## config.mk

```make
export PLATFORM = sky130hd
export DESIGN_NAME = s27_key_seq_ctrl_flat
export DESIGN_NICKNAME = d
export VERILOG_FILES = /design/src/rtl/s27_lock_pkg.sv /design/src/rtl/s27_key_seq_ctrl_if.sv /design/src/rtl/s27_lock_lfsr.sv /design/src/rtl/s27_key_seq_ctrl.sv /design/src/flat_wrapper.sv
export SDC_FILE = /design/constraint.sdc
export NUM_CORES = 1
export LEC_CHECK = 0
export CAP_MARGIN = 20
export CORE_AREA = 3 3 42 44
export CTS_CLUSTER_DIAMETER = 100
export DETAILED_ROUTE_END_ITERATION = 10
export DIE_AREA = 0 0 45 47
export GPL_TIMING_DRIVEN = 0
export PLACE_DENSITY = 0.79
export SLEW_MARGIN = 20
export SYNTH_ARGS = -nofsm -noshare
export SYNTH_HDL_FRONTEND = slang
export SYNTH_SLANG_ARGS = --single-unit
```

## constraint.sdc

```tcl
create_clock -name clk -period 2.25 [get_ports clk]
set_clock_uncertainty 0.15 [all_clocks]
set_input_delay 0.225 -clock clk [delete_from_list [all_inputs] [get_ports clk]]
set_output_delay 0.225 -clock clk [all_outputs]
set_load 0.005 [all_outputs]
```

## src/rtl/s27_lock_pkg.sv

```systemverilog
// Shared types and constants for the s27 unlock sequencer and its corruption LFSR.
package s27_lock_pkg;

    typedef enum logic [1:0] {
        RST_HOLD = 2'd0,
        KEY      = 2'd1,
        UNLOCKED = 2'd2,
        LOCKED   = 2'd3
    } state_t;

    localparam int          CORE_IN_W       = 4;
    localparam logic [15:0] DEFAULT_KEY_SEQ = 16'hA5C3;
    localparam logic [15:0] LFSR_SEED       = 16'hACE1;
    // Taps 16,14,13,11 expressed as a mask for a right-shifting register.
    localparam logic [15:0] LFSR_TAPS       = 16'h002D;

endpackage

```

## src/rtl/s27_key_seq_ctrl_if.sv

```systemverilog
// Key word handshake between host (master) and unlock sequencer (slave).
interface s27_key_seq_ctrl_if #(
    parameter int KEY_W = 4
);
    logic [KEY_W-1:0] key_in;
    logic             key_valid;
    logic             key_ready;

    modport master (output key_in, output key_valid, input key_ready);
    modport slave  (input key_in, input key_valid, output key_ready);
endinterface

```

## src/rtl/s27_lock_lfsr.sv

```systemverilog
// 16-bit Fibonacci LFSR, advances one step per enabled cycle, holds otherwise.
// Latency: output is the registered state; no backpressure.
module s27_lock_lfsr
    import s27_lock_pkg::*;
(
    input  logic        clk,
    input  logic        reset,
    input  logic        en,
    output logic [15:0] lfsr
);

    always_ff @(posedge clk or negedge reset) begin
        if (!reset) begin
            lfsr <= LFSR_SEED;
        end else if (en) begin
            lfsr <= {^(lfsr & LFSR_TAPS), lfsr[15:1]};
        end
    end

endmodule

```

## src/rtl/s27_key_seq_ctrl.sv

```systemverilog
// Unlock sequencer for the s27 core: one reset-hold cycle, then KEY_LEN key words; status registered, data paths combinational.
// Host is backpressured only outside KEY (key_ready=0). TRILOCK_CORRUPT_EN adds LFSR corruption of G17 when locked.
module s27_key_seq_ctrl
    import s27_lock_pkg::*;
#(
    parameter int KEY_W   = 4,
    parameter int KEY_LEN = 4,
    parameter     KEY_SEQ = DEFAULT_KEY_SEQ
) (
    input  logic                 clk,
    input  logic                 reset,
    s27_key_seq_ctrl_if.slave    key,
    input  logic [CORE_IN_W-1:0] func_in,
    output logic [CORE_IN_W-1:0] core_in,
    output logic                 core_rst,
    input  logic                 core_g17,
    output logic                 g17_out,
    output logic                 unlocked,
    output logic                 locked_err,
    output logic                 busy
);

    localparam int                      IDX_W    = $clog2(KEY_LEN + 1);
    localparam logic [IDX_W-1:0]        LAST_IDX = IDX_W'(KEY_LEN - 1);
    localparam logic [KEY_W*KEY_LEN-1:0] SEQ     = KEY_SEQ;

    if ($bits(KEY_SEQ) != KEY_W * KEY_LEN) begin : g_bad_seq_width
        $error("KEY_SEQ width must equal KEY_W*KEY_LEN");
    end
    if (KEY_W != CORE_IN_W) begin : g_bad_key_width
        $error("KEY_W must equal the core input width");
    end
    if (KEY_LEN < 1 || KEY_LEN > 16) begin : g_bad_key_len
        $error("KEY_LEN must be in 1..16");
    end

    state_t           state;
    logic [IDX_W-1:0] idx;
    logic             mism;
    logic             ready_q;
    logic [KEY_W-1:0] exp_word;
    logic             accept;
    logic             mism_next;
    logic             corrupt;

    assign key.key_ready = ready_q;
    assign accept        = key.key_valid && ready_q;
    assign exp_word      = SEQ[int'(idx) * KEY_W +: KEY_W];
    assign mism_next     = mism | (key.key_in != exp_word);

    always_ff @(posedge clk or negedge reset) begin
        if (!reset) begin
            state      <= RST_HOLD;
            idx        <= '0;
            mism       <= 1'b0;
            ready_q    <= 1'b0;
            unlocked   <= 1'b0;
            locked_err <= 1'b0;
            core_rst   <= 1'b1;
            busy       <= 1'b1;
        end else begin
            case (state)
                RST_HOLD: begin
                    state    <= KEY;
                    core_rst <= 1'b0;
                    ready_q  <= 1'b1;
                end
                KEY: begin
                    if (accept) begin
                        idx  <= idx + 1'b1;
                        mism <= mism_next;
                        // Verdict uses the mismatch including the word landing now.
                        if (idx == LAST_IDX) begin
                            ready_q <= 1'b0;
                            busy    <= 1'b0;
                            if (mism_next) begin
                                state      <= LOCKED;
                                locked_err <= 1'b1;
                            end else begin
                                state    <= UNLOCKED;
                                unlocked <= 1'b1;
                            end
                        end
                    end
                end
                UNLOCKED, LOCKED: begin
                end
                default: state <= RST_HOLD;
            endcase
        end
    end

    // Core keeps the state it built during KEY; it is never reset on the handover.
    always_comb begin
        core_in = '0;
        case (state)
            KEY:              if (key.key_valid) core_in = key.key_in;
            UNLOCKED, LOCKED: core_in = func_in;
            default:          core_in = '0;
        endcase
    end

`ifdef TRILOCK_CORRUPT_EN
    logic [15:0] lfsr;

    s27_lock_lfsr u_lfsr (
        .clk   (clk),
        .reset (reset),
        .en    (state == LOCKED),
        .lfsr  (lfsr)
    );

    assign corrupt = core_g17 ^ lfsr[0];
`else
    assign corrupt = 1'b0;
`endif

    always_comb begin
        g17_out = 1'b0;
        case (state)
            UNLOCKED: g17_out = core_g17;
            LOCKED:   g17_out = corrupt;
            default:  g17_out = 1'b0;
        endcase
    end

endmodule

```

## src/flat_wrapper.sv

```systemverilog
// flat-port wrapper written by rule: the top's interface ports become plain ports
module s27_key_seq_ctrl_flat import s27_lock_pkg::*;
#(
    parameter int KEY_W   = 4,
    parameter int KEY_LEN = 4,
    parameter     KEY_SEQ = DEFAULT_KEY_SEQ
)
  (clk, reset, func_in, core_in, core_rst, core_g17, g17_out, unlocked, locked_err, busy, key_key_in, key_key_valid, key_key_ready);
  s27_key_seq_ctrl_if #(.KEY_W(KEY_W)) key_i ();
  input  logic clk;
  input  logic reset;
  input  logic [CORE_IN_W-1:0] func_in;
  output logic [CORE_IN_W-1:0] core_in;
  output logic core_rst;
  input  logic core_g17;
  output logic g17_out;
  output logic unlocked;
  output logic locked_err;
  output logic busy;
  input wire logic [$bits(key_i.key_in)-1:0] key_key_in;
  input wire logic [$bits(key_i.key_valid)-1:0] key_key_valid;
  output wire logic [$bits(key_i.key_ready)-1:0] key_key_ready;
  assign key_i.key_in = key_key_in;
  assign key_i.key_valid = key_key_valid;
  assign key_key_ready = key_i.key_ready;
  s27_key_seq_ctrl #(.KEY_W(KEY_W), .KEY_LEN(KEY_LEN), .KEY_SEQ(KEY_SEQ)) u_core (.clk(clk), .reset(reset), .key(key_i), .func_in(func_in), .core_in(core_in), .core_rst(core_rst), .core_g17(core_g17), .g17_out(g17_out), .unlocked(unlocked), .locked_err(locked_err), .busy(busy));
endmodule
```

== After elaboration in Yosys (flattened, before gate mapping) ==
Cells that the tools add are included.
Operators by class
  $add $sub $neg: 1
  equal/unequal tests: 7
  shift operators: 1
  mux-type cells: 10
  bitwise gates (word level): 2
  reduce and logical (&&, ||, !) cells: 9
Operator list (count)
  indexed part select 16 x 6 -> 4 bit (first input constant): 1
  one-hot mux 4 bit (2 select lines): 1
  AND reduction 4 bit: 2
  AND reduction 3 bit: 2
  == test 2 bit (second input constant): 2
  2-to-1 mux 1 bit: 4
  2-to-1 mux 2 bit: 2
  2-to-1 mux 4 bit: 1
  != test 2 x 1 -> 1 bit (second input constant): 2
  != test 4 bit: 1
  one-hot mux 2 bit (2 select lines): 1
  adder 3 x 1 -> 3 bit (second input constant): 1
  == test 3 x 2 -> 1 bit (second input constant): 1
  == test 2 x 1 -> 1 bit (second input constant): 1
  logical NOT 2 bit: 1
  one-hot mux 1 bit (2 select lines): 1
  AND reduction 2 bit: 1
  nonzero test 2 bit: 1
  OR reduction 2 bit: 1
  logical AND 1 bit: 1
  inverter 1 bit: 1
  bitwise OR 1 bit: 1
Word-level totals
  register bits: 11
  input bits: 12
  output and inout port bits: 10
  logic and storage cells: 38

== Logic depth before layout (Yosys ltp) ==
Gate-level depths: netlist of run 1.
  word-level depth: 7
  depth in mapped cells: 5
  depth with buffers taken out: 5

== Worst setup path before layout of run 1 ==
OpenSTA, ideal clock, no wires.
  path kind: reg2reg
  from: register u_core.idx[0]
  to: register u_core.state[0]
  library setup time: 0.143 ns
  data arrival time: 1.345 ns
  required time: 1.957 ns
  setup slack: 0.612 ns
  cell stages (with the launch flop): 6
  buffers on the path: 0
  clock period less this slack: 1.638 ns
  path through: dfrtp_1 ha_1 and2b_1 o21ai_1 a211oi_2 a32oi_1
Between the ends
  word-level cells in the longest chain between the ends: 7
Ends and longest elaborated chain
  start, declared: RTL line s27_key_seq_ctrl.sv:38  | logic [IDX_W-1:0] idx;
  start signal, assigned: RTL line s27_key_seq_ctrl.sv:70  | idx <= idx + 1'b1;
  indexed part select 16 x 6 -> 4 bit: RTL line s27_key_seq_ctrl.sv:48  | assign exp_word = SEQ[int'(idx) * KEY_W +: KEY_W];
  != test 4 bit: RTL line s27_key_seq_ctrl.sv:49  | assign mism_next = mism | (key.key_in != exp_word);
  bitwise OR 1 bit: RTL line s27_key_seq_ctrl.sv:49
  2-to-1 mux 1 bit: RTL line s27_key_seq_ctrl.sv:76  | if (mism_next) begin
  2-to-1 mux 2 bit: RTL line s27_key_seq_ctrl.sv:73  | if (idx == LAST_IDX) begin
  2-to-1 mux 2 bit: RTL line s27_key_seq_ctrl.sv:69  | if (accept) begin
  one-hot mux 2 bit (2 select lines): RTL line s27_key_seq_ctrl.sv:62  | case (state)
  end signal, assigned: RTL line s27_key_seq_ctrl.sv:64  | state <= KEY;
  end signal, assigned: RTL line s27_key_seq_ctrl.sv:77  | state <= LOCKED;
  end signal, assigned: RTL line s27_key_seq_ctrl.sv:80  | state <= UNLOCKED;
  end, declared: RTL line s27_key_seq_ctrl.sv:37  | state_t state;
Several ways; a longest one is shown, not always the timed one. The select of a mux whose other input is x is not followed.
A chain may end at the register's enable or synchronous reset.

== Final worst setup path of run 1 ==
  from: input key_key_valid
  to: output core_in[0]
Between the ends
  word-level cells in the longest chain between the ends: 2
Ends and longest elaborated chain
  start, declared: RTL line flat_wrapper.sv:21  | input wire logic [$bits(key_i.key_valid)-1:0] key_key_valid;
  2-to-1 mux 4 bit: RTL line s27_key_seq_ctrl.sv:97  | KEY: if (key.key_valid) core_in = key.key_in;
  one-hot mux 4 bit (2 select lines): RTL line s27_key_seq_ctrl.sv:96  | case (state)
  end, declared: RTL line flat_wrapper.sv:13  | output logic [CORE_IN_W-1:0] core_in;
No other way between the ends.

==> summary.md, run 1 <==
| Metric | Value |
|---|---|
| TritonRoute pass-1 iters | `4` |
| Vias per cell | `5.077` |
| Post-CTS Setup Bufs | `0` |
| Post-synthesis sequential area ratio | `46.93%` |
| WP data required | `1.88 ns` |
| Post-DP HPWL | `approximately 990 µm` |
| WL final | `~1.3 mm` |
| Fillers | `~140` |
| Final core occ | `57.65%` |
| I/O pin cnt | `22` |
| Cell Chain, Critical Path | `clkdlybuf4s50_1, and2_1, nand2_1, o21ai_0, clkdlybuf4s50_1` |
| Diodes inserted | `0` |
| Yosys warning total | `0` |
| HP Class | `input pin to asynchronous set/reset pin` |
| Overflow after GRT | `0` |
| Fraction of layout cells with a size suffix above 1 | `11.36%` |
| Combinational power share | `47.0%` |
| Worst-path clk slew | `about 0.07 ns` |
| Fmax | `490.1 MHz` |
| Cell count after synthesis | `63` |
| Highest metal used | `met3` |
| Critical R2R Launch | `u_core.idx[0]$_DFFE_PN0P_` |
| Core Box Area | `0.001471 mm²` |
| Library cells used by synthesis | `28` |
| RSZ-0062 raised after global routing | `no` |
| Switching Share | `35.33%` |
| Via count | `~530` |
| Met2 Wirelength | `621 µm` |
| Synth Register Bits | `11` |
| CTS Hold Bufs | `0` |
| Crit share post-route | `90.68%` |
| Row cnt | `14` |
| R2R depth | `5` |
| Critical Path AT | `~1.7 ns` |
| Switching pwr | `0.2871 mW` |
| Initial drt markers | `5` |
| Max-slew headroom | `66.98%` |
| Synth Cell Area | `591.8 µm²` |
| Internal power | `0.5254 mW` |
| Inst Count DP | `100` |
| Die X | `roughly 45 µm` |
| Total Die Area | `0.002115 mm²` |
| Initial antenna violation count | `0` |
| Actual slew at the worst max-slew pin | `0.4937 ns` |
| Max clock buf depth | `2` |
| Metal-1 WL | `about 540 µm` |
| Setup violations, final | `0` |
| Setup Crit Path Kind | `input pin to primary output` |
| Pwr/cell area | `957.8 mW/mm²` |
| Crit Path Max Fanout | `4` |
| Most used cell, CP | `clkdlybuf4s50_1` |
| Vias in the first global route | `540` |
| Max-slew violations | `0` |
| Post-cts repair resize count | `0` |
| Syn Area/Cell | `9.394 µm²` |
| DR DRC count | `0` |
| Reg2reg setup slack | `0.47 ns` |
| Nets | `103` |
| Critical Path Max Stage Delay | `0.53 ns` |
| Met3 Routed Length | `84 µm` |
| Pre-CTS setup slack | `0.1948 ns` |
| # H-tree levels | `1` |
| Maxcap violations | `0` |
| Die H | `~47 µm` |
| CTS tree | `yes` |
| ANT nets after route | `0` |
| Final hold violations | `0` |
| Final setup margin | `0.2098 ns` |
| Clock root cell | `clkbuf_4` |
| Routability Congestion | `approximately 0.76` |
| Clk sinks | `11` |
| CP Launch Type | `input pin` |
| LEAKAGE | `between 0.3 and 0.4 nW` |
| Area Overhead vs Synth | `43.34%` |
| Syn nets | `77` |
| First-pass GRT wire length | `2.063 mm` |
| Initial Util | `around 40%` |
| WL per Instance | `12.02 µm` |
| Tmin final | `2.040 ns` |
| Non-filler instance count after layout | `104` |
| Clk_lat worst skew | `between 0.2 and 0.3 ns` |
| Peak supply drop | `about 0.00044 V` |
| Clock share of power | `15.7%` |
| Run status | `complete, no violations` |
| Crit end category | `primary output` |
| Setup TNS | `0 ns` |
| Sequential share of power | `between 30% and 40%` |
| Cts bufs inserted | `3` |
| Critical path's slowest cell | `clkdlybuf4s50_1` |
| Port Buffers | `21` |
| Pin count of the biggest net entering global routing | `12` |
| Reg-to-Reg End | `u_core.state[0]$_DFFE_PN0P_` |
| All-Layer GR Usage | `13.15%` |
power by group through the flow:
| stage | clock network (mW) | registers [mW] | logic, mW |
|---|---|---|---|
| floorplan | 0 | 0.296 | 0.230 |
| global placement | 0 | 0.302 | 0.371 |
| detailed placement | 0 | 0.307 | 0.386 |
| CTS | 0.135 | 0.305 | 0.389 |
| global route | 0.143 | 0.311 | 0.436 |
| finish | 0.127 | 0.304 | 0.382 |
through the flow:
stage	hold slack (ns)	power [mW]	instance area, µm²
3_5_place_dp	0.3074	0.6929	822.0
2_1_floorplan	-0.2206	0.5262	591.8
4_1_cts	0.1547	0.8284	848.3
3_3_place_gp	0.3080	0.6735	822.0
5_1_grt	0.1579	0.8903	848.3
6_report	0.1453	0.8125	848.3
cell type report:
type / instances / area, µm² / share of cell area, %
sequential: 11 / 277.8 / 32.74
multi-input combinational: 45 / 286.5 / 33.78
tap: 16 / 20.02 / 2.360
clock buffer: 4 / 26.28 / 3.097
buffer: 2 / 8.758 / 1.032
inverter: 5 / 18.77 / 2.212
timing repair buffer: 21 / 210.2 / 24.78
cell families (layout without fill, tap and decap cells):
family | after synthesis | count (layout) | synth area share, %
buffers and inverters | 7 | 32 | 4.650
flip-flops | 11 | 11 | 46.94
multiplexers | 1 | 1 | 1.903
AO/OA/AOI/OAI | 14 | 14 | 16.70
XOR/XNOR | 2 | 2 | 2.960
AND/OR/NAND/NOR | 26 | 26 | 22.62
adder cells (fa/ha/maj) | 2 | 2 | 4.228
sequential cells by signal (all words and copies together) (netlist names):
register	cells
u_core.busy	1
u_core.core_rst	1
u_core.idx	3
u_core.key.key_ready	1
u_core.locked_err	1
u_core.mism	1
u_core.state	2
u_core.unlocked	1
synth_stat cells, drive strengths merged:
cell type	instances	share of area [%]
nor3b	1	1.3
a31o	1	1.5
and2	3	3.6
a32oi	1	1.5
dfstp	2	8.9
nand4	2	2.1
dfrtp	9	38
ha	2	4.2
nor2b	1	1.1
and2b	1	1.3
inv	5	3.2
clkbuf	1	0.63
a211oi	1	2.1
o21ai	6	5.1
o311ai	1	2.7
buf	1	0.84
xnor2	1	1.5
nand2	9	5.7
mux2	1	1.9
a31oi	2	2.1
nor2	6	3.8
nand2b	1	1.1
a21oi	2	1.7
and3	1	1.1
and4b	1	1.7
xor2	1	1.5
placed cells by master, fill, tap and decap left out:
cell type,n
a32oi_1,1
mux2_2,1
xor2_1,1
and4b_1,1
nand2_1,9
a31o_1,1
nor2_1,6
o311ai_2,1
nand2b_1,1
nand4_1,2
dfrtp_1,9
and2_4,1
nor3b_1,1
xnor2_1,1
and3_1,1
a21oi_1,2
nor2b_1,1
ha_1,2
o21ai_1,1
clkdlybuf4s50_1,21
clkbuf_1,2
inv_1,5
a211oi_2,1
o21ai_0,5
and2_1,2
buf_2,1
clkbuf_4,3
dfstp_2,2
and2b_1,1
a31oi_1,2
critical path: cells and delay by family:
kind | cells | cell delay [ns]
AOI/OAI and AO/OA | 1 | 0.17
and+or+nand+nor | 2 | 0.28
buffers and inverters | 2 | 0.99
worst max-delay path by stage:
stage / start / endpoint / cells after the start
global placement: key_key_valid / core_in[2] / 5
detailed placement: key_key_valid / core_in[0] / 5
global route: u_core.state[1]$_DFFE_PN0P_ / core_in[2] / 4
finish: key_key_valid / core_in[0] / 5
CTS: key_key_valid / core_in[0] / 5
floorplan: u_core.idx[0]$_DFFE_PN0P_ / u_core.state[0]$_DFFE_PN0P_ / 5
routing by layer:
| layer | vias to the layer above | track usage, % |
|---|---|---|
| met4 | 0 | 7.018 |
| met5 | - | 0 |
| met2 | 18 | 22.32 |
| met1 | 243 | 16.32 |
| li1 | 267 | - |
| met3 | 0 | 1.533 |
Power figures use the tool's default switching activity.
==> run 2: changes to the inputs <==
Settings changed: MAX_ROUTING_LAYER set to met4.
==> summary.md, run 2 (synthesis gave the netlist of run 1 again) <==
| Metric | Value |
|---|---|
| Run status | `complete, no violations` |
| Fmax | `490.1 MHz (about the same)` |
| Routability Congestion | `0.7653 (+1.3%)` |
| Critical R2R Launch | `u_core.idx[0]$_DFFE_PN0P_` |
| Highest metal used | `met4` |
| Pin count of the biggest net entering global routing | `12 (unchanged)` |
| Cts bufs inserted | `3 (unchanged)` |
| All-Layer GR Usage | `13.58% (+0.43 points)` |
| Row cnt | `14 (unchanged)` |
| Clock root cell | `clkbuf_4` |
| Post-cts repair resize count | `0 (unchanged)` |
| WL final | `1.250 mm (unchanged)` |
| Actual slew at the worst max-slew pin | `0.4935 ns (-0.0002739 ns)` |
| Commonest cells after routing, fill and taps aside | `21 x clkdlybuf4s50_1, 9 x nand2_1, 9 x dfrtp_1, 6 x nor2_1` |
| Reg2reg setup slack | `0.46 ns (about the same)` |
| Post-DP HPWL | `993.9 µm (unchanged)` |
| Crit share post-route | `90.68% (about the same)` |
| Worst hold margin | `0.1459 ns (+0.0006040 ns)` |
| Met2 Wirelength | `607 µm (-2.3%)` |
| R2R depth | `5 (unchanged)` |
| CTS Hold Bufs | `0 (unchanged)` |
| Via count | `527 (-0.19%)` |
| WL per Instance | `12.02 µm (unchanged)` |
| Design Power | `0.8131 mW (about the same)` |
| TritonRoute pass-1 iters | `3 (-1)` |
| First-pass GRT wire length | `2.063 mm (unchanged)` |
| Cell Chain, Critical Path | `clkdlybuf4s50_1, and2_1, nand2_1, o21ai_0, clkdlybuf4s50_1` |
| Pre-CTS setup slack | `0.1948 ns (unchanged)` |
| Diodes inserted | `0 (unchanged)` |
| # H-tree levels | `1 (unchanged)` |
| Register area | `277.8 µm² (unchanged)` |
| Peak supply drop | `0.0004446 V (+0.28%)` |
| Crit Path Max Fanout | `4 (unchanged)` |
| Initial drt markers | `4 (-1)` |
| Overflow after GRT | `0 (unchanged)` |
| Met3 Routed Length | `86 µm (+2.4%)` |
| Nets | `103 (unchanged)` |
| Reg-to-Reg End | `u_core.state[0]$_DFFE_PN0P_` |
| Die X | `45 µm (unchanged)` |
| Metal-1 WL | `550 µm (+1.1%)` |
| Final hold violations | `0 (unchanged)` |
| Crit end category | `primary output` |
| Biggest register | `u_core.idx` |
| Critical path's slowest cell | `clkdlybuf4s50_1` |
| Fillers | `142 (unchanged)` |
| Vias in the first global route | `539 (-0.19%)` |
| Die H | `47 µm (unchanged)` |
| Initial Util | `40.22% (unchanged)` |
| Setup Crit Path Kind | `input pin to primary output` |
| Area of the multi-input gates | `286.5 µm² (unchanged)` |
| Fraction of layout cells with a size suffix above 1 | `11.36% (unchanged)` |
| I/O pin cnt | `22 (unchanged)` |
| CP Launch Type | `input pin` |
| Final setup margin | `0.2097 ns (-0.0001030 ns)` |
| Tmin final | `2.040 ns (+0.0001030 ns)` |
| Setup violations, final | `0 (unchanged)` |
| Post-CTS Setup Bufs | `0 (unchanged)` |
| HP Class | `input pin to asynchronous set/reset pin` |
| WP data required | `1.88 ns (about the same)` |
| Core Box Area | `0.001471 mm² (unchanged)` |
| Port Buffers | `21 (unchanged)` |
| Clk sinks | `11 (unchanged)` |
| Setup TNS | `0 ns (unchanged)` |
| Max clock buf depth | `2 (unchanged)` |
| Most common cell after layout, fill and taps aside | `clkdlybuf4s50_1` |
| Vias per cell | `5.067 (-0.19%)` |
| Maxcap violations | `0 (unchanged)` |
| Max-slew headroom | `67.00% (about the same)` |
| Top Registers | `u_core.idx x3, u_core.state x2` |
| RSZ-0062 raised after global routing | `no` |
| Total Die Area | `0.002115 mm² (unchanged)` |
| LEAKAGE | `0.3703 nW (unchanged)` |
| ANT nets after route | `0 (unchanged)` |
| Critical Path Max Stage Delay | `0.53 ns (about the same)` |
| Most used cell, CP | `clkdlybuf4s50_1` |
| CTS tree | `yes` |
| Critical Path AT | `1.67 ns (about the same)` |
| Area Overhead vs Synth | `43.34% (unchanged)` |
| Clk_lat worst skew | `0.26 ns (about the same)` |
| Worst-path clk slew | `0.07 ns (about the same)` |
| Max reg flops | `3 (unchanged)` |
| DR DRC count | `0 (unchanged)` |
| Max-slew violations | `0 (unchanged)` |
| Pwr/cell area | `958.5 mW/mm² (about the same)` |
| Initial antenna violation count | `0 (unchanged)` |
==> run 2: cell counts in the layout (fill, tap and decap cells not counted) <==
Identical to the previous run, type by type.
==> run 2: final cells by class <==
class                           count  area share [%]
Multi-Input combinational cell     45           33.78
Sequential cell                    11           32.74
Timing Repair Buffer               21           24.78
Clock buffer                        4           3.097
Tap cell                           16           2.360
Inverter                            5           2.212
Buffer                              2           1.032
==> run 2: power breakdown <==
| part | internal, mW | switching (mW) | leakage, nW |
|---|---|---|---|
| clock | 0.0684 | 0.0587 | 0.0150 |
| sequential | 0.255 | 0.0493 | 0.121 |
| combinational | 0.202 | 0.180 | 0.234 |
==> run 2: how the worst max path moves through the flow <==
stage	to	start	depth (start not counted)
3_5_place_dp	core_in[0]	key_key_valid	5
3_3_place_gp	core_in[2]	key_key_valid	5
4_1_cts	core_in[0]	key_key_valid	5
5_1_grt	core_in[2]	u_core.state[1]$_DFFE_PN0P_	4
2_1_floorplan	u_core.state[0]$_DFFE_PN0P_	u_core.idx[0]$_DFFE_PN0P_	5
6_report	core_in[0]	key_key_valid	5
==> run 2: metrics by stage <==
| stage | util (%) | std cells | area (µm²) |
|---|---|---|---|
| 5_1_grt | 57.65 | 104 | 848.3 |
| 4_1_cts | 57.65 | 104 | 848.3 |
| 2_1_floorplan | - | 63 | 591.8 |
| 3_5_place_dp | 55.87 | 100 | 822.0 |
| 3_3_place_gp | 55.87 | 100 | 822.0 |
| 6_report | 57.65 | 104 | 848.3 |
==> run 2: per-layer routing <==
metal / vias up / GRT usage, %
li1: 265 / -
met1: 244 / 16.32
met2: 16 / 22.32
met3: 2 / 1.533
met4: 0 / 7.018
met5: - / -
==> run 2: worst max-delay path: cells and delay by family <==
kind                   cells  cell delay (ns)
buffers and inverters      2             0.99
AND/OR/NAND/NOR            2             0.28
AO/OA/AOI/OAI              1             0.17
==> edit, RTL diff (settings of run 1) <==
Register the output `locked_err` once more; this adds one clock of latency there. The other outputs are not delayed to match.
--- a/src/rtl/s27_key_seq_ctrl.sv
+++ b/src/rtl/s27_key_seq_ctrl.sv
@@ -23,6 +23,8 @@
     localparam int                      IDX_W    = $clog2(KEY_LEN + 1);
     localparam logic [IDX_W-1:0]        LAST_IDX = IDX_W'(KEY_LEN - 1);
     localparam logic [KEY_W*KEY_LEN-1:0] SEQ     = KEY_SEQ;
+
+    logic locked_err_s0;
 
     if ($bits(KEY_SEQ) != KEY_W * KEY_LEN) begin : g_bad_seq_width
         $error("KEY_SEQ width must equal KEY_W*KEY_LEN");
@@ -55,7 +57,7 @@
             mism       <= 1'b0;
             ready_q    <= 1'b0;
             unlocked   <= 1'b0;
-            locked_err <= 1'b0;
+            locked_err_s0 <= 1'b0;
             core_rst   <= 1'b1;
             busy       <= 1'b1;
         end else begin
@@ -75,7 +77,7 @@
                             busy    <= 1'b0;
                             if (mism_next) begin
                                 state      <= LOCKED;
-                                locked_err <= 1'b1;
+                                locked_err_s0 <= 1'b1;
                             end else begin
                                 state    <= UNLOCKED;
                                 unlocked <= 1'b1;
@@ -124,5 +126,9 @@
         endcase
     end
 
+    always_ff @(posedge clk) begin
+        locked_err <= locked_err_s0;
+    end
+
 endmodule
 
Formal check against the unedited RTL: not equivalent (Yosys sat finds a counterexample within 10 cycles, from zero or initial values and one cycle with reset low).
==> edit against run 1 <==
Synthesized cell count grew 1.6%; routed wire length grew 4.6%; total power grew 9.2%; setup slack lost 0.033 ns; cell area grew 3.5%; combinational power grew 2%; synthesized area grew 3.4%; sequential cell count grew 1; largest cell class is now registers.
==> edit: results (changes against run 1) <==
status complete, no violations (unchanged); CTS resizes 0 (unchanged); clk buf depth 2 (unchanged); Synth Flop Type dfrtp_1 (unchanged); met2 Use GR 0.209 (was 0.223); drt via density 4.96 (was 5.08); sequential share of the synthesized area 0.487 (was 0.469); worst vdd ir 0.762 mV (was 0.443 mV); Yosys cell types 29 (was 28); worst-path maximum fanout 10 (was 4); First-pass DRT Iterations 4 (unchanged); Top Registers u_core.idx: 3 flops, u_core.state: 2 flops (unchanged); Port-buffer cells 21 (unchanged); # diodes 0 (unchanged); largest net degree at the start of global routing 12 (unchanged); crit path DAT 1.70 ns (was 1.67 ns); Min-Delay Path Class primary input to asynchronous set/reset pin (unchanged); Root Driver clkbuf_4 (unchanged); Clock Latency Late Sink 0.27 ns; GR Util met1 0.182 (was 0.163); share of post-route cells with drive strength above 1 0.124 (was 0.114); Post-synth top cells dfrtp_1 (9), nand2_1 (9), nor2_1 (6) (unchanged); static leakage power 0.385 nW (was 0.370 nW); total track usage 0.144 (was 0.131); Crit Reg-Reg Endpoint u_core.state[0] (unchanged); hpwl dp 1020 µm (was 994 µm); setup bufs post-CTS 0 (unchanged); synthesized net count 78 (was 77); r2r setup slk 0.43 ns (was 0.47 ns); R2R depth 5 (unchanged); number of global-route vias before repair 494 (was 540); GR Util met3 0.0728 (was 0.0153); fin nets 104 (was 103); Post-DP Area 842 µm² (was 822 µm²); antenna violations before repair 0 (unchanged); H-tree Lvls 1 (unchanged); dominant cells by area after synthesis dfrtp_1 (37%), dfstp_2 (8.6%), nand2_1 (5.5%) (was dfrtp_1 (38%), dfstp_2 (8.9%), nand2_1 (5.7%)); DR iter-0 viols 5 (unchanged); first-pass GRT wire length 2140 µm (was 2060 µm); clock slew at reported path FFs 0.07 ns (about the same); RR Startpoint u_core.idx[0] (unchanged); synth warn 0 (unchanged); Biggest register u_core.idx (unchanged); ys async rst share 0.917 (was 1.00); RePlAce Congestion 0.729 (was 0.756); Num CTS Buffers 3 (unchanged); routed wire length 1310 µm (was 1250 µm); Tightest Pin Transition 0.481 ns (was 0.494 ns)
edit: cell count changes after synthesis, sizes merged:
cell | before | now
dfxtp | 0 | 1
edit: cell type report:
class                           instances  area (µm²)
Timing Repair Buffer                   21         210
Clock buffer                            4        36.3
Fill cell                             125         593
Inverter                                5        18.8
Buffer                                  2        8.76
Sequential cell                        12         298
Multi-Input combinational cell         45         287
Tap cell                               16        20.0
edit: through the flow:
step | setup WS (ns) | hold WS (ns) | cells
after floorplan | 0.612 | -0.221 | 64
after global placement | 0.236 | 0.232 | 101
after detailed placement | 0.217 | 0.239 | 101
after CTS | 0.196 | 0.137 | 105
after global routing | 0.114 | 0.146 | 105
final | 0.177 | 0.127 | 105
edit: logic make-up after synthesis:
| group | Yosys count | share of synthesized area |
|---|---|---|
| simple gates | 26 | 0.219 |
| compound gates | 14 | 0.162 |
| flops | 12 | 0.487 |
| buf+inv | 7 | 0.0450 |
| xor+xnor | 2 | 0.0286 |
| fa+ha+maj | 2 | 0.0409 |
| mux | 1 | 0.0184 |
edit: layer usage:
layer,vias up,routed length (µm)
li1,273,-
met1,237,599
met2,11,629
met3,0,79
met4,0,0
met5,-,0
edit: worst max path at each step:
stage,to,slack (ns),startpoint,cells after the start
2_1_floorplan,u_core.state[0],0.61,u_core.idx[0],5
3_3_place_gp,core_in[2],0.24,key_key_valid,5
3_5_place_dp,core_in[2],0.22,key_key_valid,5
4_1_cts,core_in[2],0.20,u_core.state[1],4
5_1_grt,core_in[0],0.11,u_core.state[1],4
6_report,g17_out,0.18,u_core.state[1],3
edit: power breakdown:
group | internal (mW) | total [mW] | switching [mW]
Sequential | 0.282 | 0.329 | 0.0469
Clock | 0.0983 | 0.168 | 0.0701
Combinational | 0.203 | 0.390 | 0.187
Total | 0.583 | 0.887 | 0.304
edit: worst max-delay path, cell delays in order (launching register included):
cell and delay (ns):
dfrtp_1 0.37, clkbuf_1 0.35, and3_1 0.22, clkdlybuf4s50_1 0.49
